===== src/rtl/issue_queue.sv =====
// rtl/issue_queue.sv - in-order circular issue queue between 4-wide decode and 2-wide issue
module issue_queue #(
    parameter int DEPTH       = 16,
    parameter int ISSUE_WIDTH = 2,
    parameter int ELEM_W      = 32
) (
    input  logic                   clk,
    input  logic                   rst,
    input  logic                   flush,
    input  logic [3:0][ELEM_W-1:0] issue_queue_element,
    input  logic [2:0]             issue_queue_push_number,
    output logic [2:0]             iq_size_left,
    output logic [1:0][ELEM_W-1:0] issue_element,
    output logic [1:0]             issue_valid_number,
    input  logic [1:0]             issue_pop_number
);

    localparam int AW = $clog2(DEPTH);
    localparam logic [AW:0] FULL = (AW+1)'(DEPTH);

    logic [ELEM_W-1:0] mem [DEPTH];
    logic [AW-1:0]     head;
    logic [AW-1:0]     tail;
    logic [AW:0]       count;
    logic [AW:0]       free;
    logic [2:0]        push_req;
    logic [AW:0]       push_req_w;
    logic [2:0]        push_eff;
    logic [1:0]        pop_eff;

    assign free = FULL - count;

    // Free space is reported from the registered count only, so pops in the
    // same cycle are never credited and there is no path back from issue.
    always_comb begin
        if (free >= (AW+1)'(4)) begin
            iq_size_left = 3'd4;
        end else begin
            iq_size_left = free[2:0];
        end
    end

    always_comb begin
        if (count >= (AW+1)'(ISSUE_WIDTH)) begin
            issue_valid_number = 2'(ISSUE_WIDTH);
        end else begin
            issue_valid_number = count[1:0];
        end
    end

    assign issue_element[0] = mem[head];
    assign issue_element[1] = mem[head + AW'(1)];

    // Over-length pushes are trimmed to the free space so live entries are never overwritten.
    always_comb begin
        push_req   = (issue_queue_push_number > 3'd4) ? 3'd4 : issue_queue_push_number;
        push_req_w = {{(AW-2){1'b0}}, push_req};
        push_eff   = 3'd0;
        pop_eff    = 2'd0;
        if (!flush) begin
            push_eff = (push_req_w > free) ? free[2:0] : push_req;
            pop_eff  = (issue_pop_number > issue_valid_number) ? issue_valid_number
                                                               : issue_pop_number;
        end
    end

    always_ff @(posedge clk or posedge rst) begin
        if (rst) begin
            head  <= '0;
            tail  <= '0;
            count <= '0;
        end else if (flush) begin
            head  <= '0;
            tail  <= '0;
            count <= '0;
        end else begin
            head  <= head + AW'(pop_eff);
            tail  <= tail + AW'(push_eff);
            count <= count + (AW+1)'(push_eff) - (AW+1)'(pop_eff);
        end
    end

    always_ff @(posedge clk) begin
        for (int k = 0; k < 4; k++) begin
            if (3'(k) < push_eff) begin
                mem[tail + AW'(k)] <= issue_queue_element[k];
            end
        end
    end

    pop_over_valid: assert property (@(posedge clk) disable iff (rst)
        (flush || issue_pop_number <= issue_valid_number))
        else $warning("issue_queue: pop request exceeds presented entries, clamped");

    push_over_free: assert property (@(posedge clk) disable iff (rst)
        (flush || {{(AW-2){1'b0}}, issue_queue_push_number} <= free))
        else $warning("issue_queue: push request exceeds free space, excess dropped");

endmodule


===== config.mk =====
export PLATFORM = sky130hd
export DESIGN_NAME = issue_queue
export DESIGN_NICKNAME = d
export VERILOG_FILES = /design/src/rtl/issue_queue.sv
export SDC_FILE = /design/constraint.sdc
export NUM_CORES = 2
export LEC_CHECK = 0
export CORE_MARGIN = 2
export CORE_UTILIZATION = 37
export DETAILED_ROUTE_END_ITERATION = 8
export PLACE_DENSITY_LB_ADDON = 0.1
export SKIP_CTS_REPAIR_TIMING = 1
export SLEW_MARGIN = 30
export SYNTH_ARGS = -nofsm -noshare
export SYNTH_HDL_FRONTEND = slang
export SYNTH_SLANG_ARGS = --single-unit

===== constraint.sdc =====
create_clock -name clk -period 6.8 [get_ports clk]
set_input_delay 1.36 -clock clk [delete_from_list [all_inputs] [get_ports clk]]
set_output_delay 1.36 -clock clk [all_outputs]
set_load 0.01 [all_outputs]

==> results.json <==
{
  "outcome": "complete, no violations",
  "start_kind": "flip-flop",
  "ys_top_cells_by_area": "edfxtp_1, mux4_2, clkbuf_1",
  "layout_commonest_cell": "edfxtp_1",
  "gp_congestion": 0.921,
  "ys_ff_latch": 525,
  "gr-usage-all-layers_pct": 39.8,
  "nets": 4184,
  "tightest_slew_ps": 1140,
  "start_util_pct": 37.2,
  "seq_area_frac_synth_pct": 37.0,
  "antenna_found_initial": 14,
  "crit_fanout": 43,
  "critPathSlowestCell": "ha_4",
  "dp.final_hpwl_microns": 145000,
  "die_height_microns": 342,
  "first_global_vias": 40231,
  "layout_common_cells": "edfxtp_1, mux4_2, o22ai_1, nand2_1, o21ai_0",
  "vias_per_cell": 7.65,
  "synth_area_sq_um": 42400,
  "cts_root_buf": "clkbuf_16",
  "postSynthCellCount": 4151,
  "cap_violations": 0,
  "ctsHtreeMaxLevel": 3,
  "arrival_ps": 4390,
  "hold_path_class": "flip-flop to flip-flop",
  "portBuffers": 204,
  "cts_sinks": 525,
  "crit_path_cell_trace": "ha_4, buf_4, mux4_2, mux4_2, clkdlybuf4s50_1",
  "core_sq_um": 114000,
  "clk_pin_slew_ps": 60,
  "area_growth_pct": 15.5,
  "drive_gt1_share_pct": 19.6,
  "vias": 42823,
  "ys.flop_type": "edfxtp_1",
  "drtIter0Drc": 7634,
  "clock_latency_ps": 680,
  "syn_nets": 4312,
  "post-route-period-util_pct": 84.6,
  "rrSetupSlack_ps": 1380,
  "fmax_mhz": 174,
  "relSlewSlack_pct": 24.2,
  "fin_crit_ps": 5750,
  "yosys_warnings": 0,
  "num_rows": 124,
  "rsz0062_at_grt": "false",
  "cts_buffers": 72,
  "finalHoldViolations": 0,
  "report.final.slew_viol_count": 0,
  "antenna_left": 0,
  "worst_clock_skew_ps": 30.3,
  "ir_drop_mv": 0.310,
  "cpMostUsedCell": "mux4_2",
  "utilization_pct": 42.9,
  "timing.hold.ws_ps": 796,
  "grt-ovfl-total": 0,
  "grt_pass1_wl_microns": 326000,
  "die_area_sq_um": 117000,
  "synth_top_area_cell": "edfxtp_1",
  "io_pins": 205,
  "cp-end-kind": "primary output",
  "synth_cell_types": 77,
  "required_ps": 5440,
  "power_density_nw_per_um2": 394,
  "crit_family": "multiplexers",
  "totalWireLength_microns": 239000,
  "p_leak_nw": 16.0,
  "finalSetupViolations": 0,
  "synth_edf_count": 512,
  "worstSetupPathType": "flip-flop to primary output",
  "drc": 0,
  "yosysTopAreaCellShare_pct": 36.3,
  "tns_ps": 0,
  "grt_max_degree": 116,
  "clock_tree.buffer_depth": 3,
  "syn_area_per_cell_sq_um": 10.2,
  "dr.pass1.iters": 9,
  "cp_slowest_stage_delay_ps": 900,
  "cts_tree": "yes",
  "crit_buf_inv": 2,
  "die_w_microns": 342,
  "async_flop_share_pct": 2.48,
  "routedWlPerCell_microns": 42.8
}
-- routing by layer --
metal | vias to the layer above | wire [microns] | share of wire, % | global-route usage, %
met1 | 21193 | 87900 | 37 | 52.1
li1 | 16485 | - | - | -
met3 | 988 | 36100 | 15 | 14.7
met5 | - | 163 | 0.068 | 0
met2 | 4135 | 98600 | 41 | 56.4
met4 | 22 | 16500 | 6.9 | 22.9
-- registers in the layout, summed over array words and instances (netlist names) --
register / cells
count: 5
head: 4
mem: 512
tail: 4
-- worst paths after layout --
kind | start | to | cells past startpoint
max | head[0] | issue_element[53] | 5
min | tail[0] | tail[0] | 2
max reg2reg | count[0] | count[3] | 20
min reg2reg | tail[0] | tail[0] | 2
max in group asynchronous | rst | head[1] | 2
min in group asynchronous | rst | head[0] | 2
-- logic make-up after synthesis --
group,count (synthesis),share of synthesized area (%)
compound gates,1703,28.6
xor+xnor,17,0.351
fa+ha+maj,25,0.809
buf+inv,748,6.85
flops,525,37.0
mux,328,17.2
simple gates,805,9.15
-- where the power goes --
group          internal, mW  switching, mW  total (mW)
logic                  4.10           6.29        10.4
clock network          2.18           1.66        3.83
registers              4.59          0.468        5.06
total                  10.9           8.41        19.3
-- area by class of cell --
type,instances,area [sq um]
multi-input cells,2878,24800
diodes,7,17.5
flip-flops and latches,525,15700
clock inverters,41,342
fillers,10665,65100
repair buffers,398,3770
well taps,1512,1890
inverters,148,556
clock buffers,88,1900
-- synthesized netlist by cell type, types with 36 or more instances --
cell / count
o211ai_1: 135
buf_1: 61
a21oi_1: 215
nand3_1: 51
mux4_2: 320
edfxtp_1: 512
o31ai_1: 68
nand2_1: 238
a221o_1: 36
o22ai_1: 237
o211a_1: 64
a211o_1: 106
buf_2: 70
nor2_1: 164
a22o_1: 108
a31o_2: 65
a221oi_1: 92
and2_1: 40
nor3_1: 145
inv_1: 147
clkbuf_1: 467
a211oi_1: 131
nand2b_1: 96
o21ai_0: 232
a31oi_1: 72
-- worst register-to-register path: cells and delay by family, from the launching register on --
family / cells / cell delay (ps)
AO/OA/AOI/OAI: 4 / 890
XOR/XNOR: 2 / 290
adder cells (fa/ha/maj): 4 / 1460
buffers and inverters: 5 / 1100
flip-flops: 1 / 570
AND/OR/NAND/NOR: 5 / 980
-- metrics by stage --
step                      area [sq um]  std cells  setup slack [ps]  power [mW]
final                            49000       5597              1050        19.3
after global routing             49000       5592              1020        19.7
after CTS                        48900       5590              1080        19.0
after detailed placement         46700       5461              1110        15.2
after global placement           46600       5459              1100        15.1
after floorplan                  42400       4151              -898        10.7
Note: power is estimated with default switching activity, not from simulation.
